File: src/rtl/binary_div_pkg.sv
// Shared definitions for the sequential signed restoring divider:
// FSM state encoding, default operand widths and iteration counter sizing.
package binary_div_pkg;

  localparam int DW_DEF = 5;
  localparam int VW_DEF = 3;

  typedef enum logic [1:0] {
    IDLE,
    CALC,
    FIX,
    DONE
  } state_t;

  function automatic int cnt_width(input int dw);
    return $clog2(dw + 1);
  endfunction

  localparam int CNT_W = cnt_width(DW_DEF);

endpackage

File: src/rtl/binary_div_step.sv
// One unsigned restoring-division step: shift in the next dividend bit,
// trial-subtract |B| and keep the difference only when it is non-negative.
module binary_div_step
  import binary_div_pkg::*;
#(
  parameter int VW = VW_DEF
) (
  input  logic [VW:0]   prem,
  input  logic          dbit,
  input  logic [VW-1:0] abs_b,
  output logic [VW:0]   prem_nxt,
  output logic          q_bit
);

  logic [VW+1:0] shifted;
  logic [VW+1:0] diff;

  // The extra top bit of diff acts as the borrow / sign of the trial subtraction.
  always_comb begin
    shifted  = {prem, dbit};
    diff     = shifted - {2'b00, abs_b};
    q_bit    = ~diff[VW+1];
    prem_nxt = q_bit ? diff[VW:0] : shifted[VW:0];
  end

endmodule

File: src/rtl/binary_div_5_3_seq.sv
// Sequential signed restoring divider: DW-bit dividend / VW-bit divisor,
// start/busy/done handshake, clock-enable gating, dbz and ovf flags.
module binary_div_5_3_seq
  import binary_div_pkg::*;
#(
  parameter int DW = DW_DEF,
  parameter int VW = VW_DEF
) (
  input  logic          clk,
  input  logic          rst_n,
  input  logic          en,
  input  logic          start,
  input  logic [DW-1:0] A,
  input  logic [VW-1:0] B,
  output logic [DW-1:0] Q,
  output logic [VW-1:0] R,
  output logic          busy,
  output logic          done,
  output logic          dbz,
  output logic          ovf
);

  localparam int CW = cnt_width(DW);

  state_t        state;
  state_t        state_nxt;
  logic [CW-1:0] cnt;
  logic [DW-1:0] a_reg;
  logic [VW-1:0] b_reg;
  logic          sign_a;
  logic          sign_b;
  logic [DW-1:0] work;
  logic [VW-1:0] abs_b;
  logic [VW:0]   prem;
  logic [VW:0]   prem_nxt;
  logic          q_bit;
  logic          last_iter;

  assign last_iter = (cnt == CW'(DW - 1));

  binary_div_step #(.VW(VW)) u_step (
    .prem     (prem),
    .dbit     (work[DW-1]),
    .abs_b    (abs_b),
    .prem_nxt (prem_nxt),
    .q_bit    (q_bit)
  );

  always_ff @(posedge clk or negedge rst_n) begin
    if (!rst_n) begin
      state <= IDLE;
    end else if (en) begin
      state <= state_nxt;
    end
  end

  always_comb begin
    state_nxt = state;
    case (state)
      IDLE:    if (start) state_nxt = (B == '0) ? FIX : CALC;
      CALC:    if (last_iter) state_nxt = FIX;
      FIX:     state_nxt = DONE;
      DONE:    state_nxt = IDLE;
      default: state_nxt = IDLE;
    endcase
  end

  always_comb begin
    busy = (state == CALC) || (state == FIX);
    done = (state == DONE);
  end

  // |A| is kept as a DW-bit unsigned magnitude, which already covers 2^(DW-1);
  // work shifts the dividend out of its MSB and the quotient bits into its LSB.
  always_ff @(posedge clk or negedge rst_n) begin
    if (!rst_n) begin
      cnt    <= '0;
      a_reg  <= '0;
      b_reg  <= '0;
      sign_a <= 1'b0;
      sign_b <= 1'b0;
      work   <= '0;
      abs_b  <= '0;
      prem   <= '0;
      Q      <= '0;
      R      <= '0;
      dbz    <= 1'b0;
      ovf    <= 1'b0;
    end else if (en) begin
      case (state)
        IDLE: begin
          if (start) begin
            a_reg  <= A;
            b_reg  <= B;
            sign_a <= A[DW-1];
            sign_b <= B[VW-1];
            work   <= A[DW-1] ? -A : A;
            abs_b  <= B[VW-1] ? -B : B;
            prem   <= '0;
            cnt    <= '0;
          end
        end
        CALC: begin
          work <= {work[DW-2:0], q_bit};
          prem <= prem_nxt;
          cnt  <= cnt + CW'(1);
        end
        FIX: begin
          if (b_reg == '0) begin
            Q   <= '0;
            R   <= '0;
            dbz <= 1'b1;
            ovf <= 1'b0;
          end else begin
            Q   <= (sign_a ^ sign_b) ? -work : work;
            R   <= sign_a ? -prem[VW-1:0] : prem[VW-1:0];
            dbz <= 1'b0;
            ovf <= (a_reg == {1'b1, {(DW-1){1'b0}}}) && (b_reg == '1);
          end
        end
        default: ;
      endcase
    end
  end

endmodule

File: config.mk
export PLATFORM = sky130hd
export DESIGN_NAME = binary_div_5_3_seq
export DESIGN_NICKNAME = d
export VERILOG_FILES = /design/src/rtl/binary_div_pkg.sv /design/src/rtl/binary_div_step.sv /design/src/rtl/binary_div_5_3_seq.sv
export SDC_FILE = /design/constraint.sdc
export NUM_CORES = 1
export LEC_CHECK = 0
export ABC_AREA = 1
export CAP_MARGIN = 20
export CORE_AREA = 2 2 65 82
export CTS_CLUSTER_SIZE = 20
export DETAILED_ROUTE_END_ITERATION = 12
export DIE_AREA = 0 0 67 84
export MAX_ROUTING_LAYER = met4
export SYNTH_ARGS = -nofsm -noshare
export SYNTH_HDL_FRONTEND = slang
export SYNTH_HIERARCHICAL = 1
export SYNTH_SLANG_ARGS = --single-unit
File: constraint.sdc
create_clock -name clk -period 1.8 [get_ports clk]
set_input_delay 0.45 -clock clk [delete_from_list [all_inputs] [get_ports clk]]
set_output_delay 0.45 -clock clk [all_outputs]
set_load 0.005 [all_outputs]
==> results.md <==
* Clock-pin slew on the worst setup and hold paths at 0.08 ns
* Maximum vdd ir drop at 0.752 mV
* EDFF count, synth at 0
* Antenna viol nets, final at 0
* Nets at 330
* Endpoint class of the critical path: output port
* Initial core utilization at 42.5%
* Max Freq at 586 MHz
* TritonRoute pass-1 iters at 4
* Core Area at 4930 µm²
* CTS max path bufs at 2
* Count leader, synth: nand2_1
* Synth top area cells: dfrtp_1 (41%), nand2_1 (16%), ha_1 (7.8%)
* Initial antenna violation count at 0
* Cell Chain, Critical Path: inv_1 > ha_1 > dlygate4sd2_1
* Largest net degree at the start of global routing at 35
* Via count at 1693
* Initial drt markers at 72
* TritonCTS clock tree: yes
* Power Density at 1750 nW/µm²
* Die Height at 84 µm
* Critical path data arrival time at 1.26 ns
* H-tree depth at 2
* Number of global-route vias before repair at 1713
* Num rows at 29
* Number of port buffers at 23
* Syn nets at 290
* Die area at 5630 µm²
* DRC at 0
* GRT Resource Usage Total at 17.4%
* List of most frequent post-synthesis cells: nand2_1 (89), inv_1 (40), dfrtp_1 (34), o21ai_0 (19), nor2_1 (16)
* Chip Width at 67 µm
* Worst min path class: reg2reg
* Area growth, synth to finish at 25.5%
* Total of max-cap violations at 0
* Total Power at 4.59 mW
* Seq cells post-synth at 34
* Yosys warns at 6
* Fill cell count at 495
* DPL Wire Length at 3.21 mm
* Final Setup Violations at 0
* CP Class: reg2out
* Cts hold-fix bufs at 0
* Vias per cell at 4.61
* Inserted Clock Buffers at 5
* Root Buffer: clkbuf_8
* Worst Path Buf+Inv at 2
* Top FF cell, synth: dfrtp_1
* Final worst clock skew at 0.0101 ns
* Final Hold Viols at 0
* Crit Path Max Fanout at 3
* Fraction of layout cells with a size suffix above 1 at 16.7%
* Syn Area/Cell at 7.95 µm²
* Routed WL at 4.22 mm
* Delay of the slowest critical-path stage at 0.38 ns
* Worst Setup Start Kind: register
* Avg WL per Cell at 11.5 µm
* Status: finished clean
* Cell taking the most area after synthesis: dfrtp_1
* Synth top area share at 40.5%
* Fin crit share at 94.9%
* RSZ-0062 raised after global routing: no
* Slowest-stage cell, CP: dfrtp_1
* IO Count at 24
* Share of flip-flops with an asynchronous set or reset at 100%
* Slew margin rel. at 75.0%
* Grt ovf at 0
* First-pass GRT wire length at 7.41 mm
* # diodes at 0
* Crit path max-delay family: flip-flops
* Post-synthesis cell area at 2100 µm²
* Critical Path RT at 1.35 ns
* Synth cell types at 31
* Gpl congestion at 0.784
* Skew-Pair Late Insertion Delay at 0.29 ns
* Leak at 1.35 nW
* Clk sinks at 34
* Slew Limit Fails at 0
* Register area share after synthesis at 40.5%
* Fin crit period at 1.71 ns
* Worst-Margin Slew at 0.374 ns
* Final setup TNS at 0 ns
* Cells after Synth at 264
-- power breakdown --
part / switching (mW) / internal, mW / total (mW)
combinational: 1.42 / 1.04 / 2.46
clock: 0.294 / 0.555 / 0.849
sequential: 0.210 / 1.07 / 1.28
total: 1.93 / 2.67 / 4.59
-- metal layers --
metal	share of wire [%]	GRT usage (%)	vias up	wire, µm
met2	51	29.1	27	2140
met3	2.8	3.24	4	119
met5	0	-	-	0
met4	0.90	3.90	0	38
met1	45	21.5	761	1910
li1	-	-	901	-
-- kinds of logic after synthesis --
family / synth area share [%]
flops: 40.5
xor+xnor: 1.25
fa+ha+maj: 8.71
buf+inv: 9.06
simple gates: 29.1
compound gates: 11.3
-- worst register-to-register path, delay by kind of cell, from the launching register on --
| kind | cells | cell delay [ns] |
|---|---|---|
| flops | 1 | 0.36 |
| buf+inv | 2 | 0.13 |
| fa+ha+maj | 2 | 0.52 |
| simple gates | 6 | 0.44 |
| compound gates | 2 | 0.13 |
-- timing repair --
action / in CTS / in global routing
resized for setup: 2 / 8
buffers inserted: 2 / 3
pin swaps: 0 / 3
endpoints found under the setup margin: 1 / 6
-- layout make-up --
type / count / area [µm²] / share of cell area [%]
Clock buffer: 5 / 68.8 / 2.61
Clock inverter: 3 / 68.8 / 2.61
Inverter: 42 / 163 / 6.18
Multi-Input combinational cell: 185 / 1070 / 40.5
Sequential cell: 34 / 851 / 32.3
Tap cell: 62 / 77.6 / 2.95
Timing Repair Buffer: 36 / 338 / 12.8
-- final timing paths --
kind / from / endpoint / slack [ns] / cells after the start
max reg2reg: work[4]$_DFFE_PN0P_ / prem[0]$_DFFE_PN0P_ / 0.13 / 12
min: R[0]$_DFFE_PN0P_ / R[0]$_DFFE_PN0P_ / 0.49 / 2
min in group asynchronous: rst_n / Q[4]$_DFFE_PN0P_ / 0.52 / 2
max: state[1]$_DFFE_PN0P_ / busy / 0.09 / 3
max in group asynchronous: rst_n / state[1]$_DFFE_PN0P_ / 1.09 / 2
min reg2reg: R[0]$_DFFE_PN0P_ / R[0]$_DFFE_PN0P_ / 0.49 / 2
-- layout by cell type (no fill, tap or decap), types with 3 or more instances in the layout --
master           instances
nand2_1                 89
inv_1                   38
dfrtp_1                 34
clkdlybuf4s50_1         21
nor2_1                  16
o21ai_0                 16
nand3_1                 14
ha_1                    12
buf_4                   12
o21ai_2                 10
clkbuf_8                 5
nand2_4                  4
inv_2                    3
o21ai_1                  3
-- per-stage QoR --
step / cells / utilization (%) / cell area, µm² / worst slack (ns) / hold WS [ns]
after floorplan: 264 / - / 2100 / 0.132 / 0.154
after global placement: 354 / 49.7 / 2450 / 0.0347 / 0.463
after detailed placement: 354 / 49.7 / 2450 / 0.0301 / 0.469
after CTS: 364 / 52.7 / 2600 / 0.00756 / 0.491
after global routing: 367 / 53.3 / 2630 / 0.00861 / 0.505
final: 367 / 53.3 / 2630 / 0.0925 / 0.489
(Power assumes the default switching activity.)
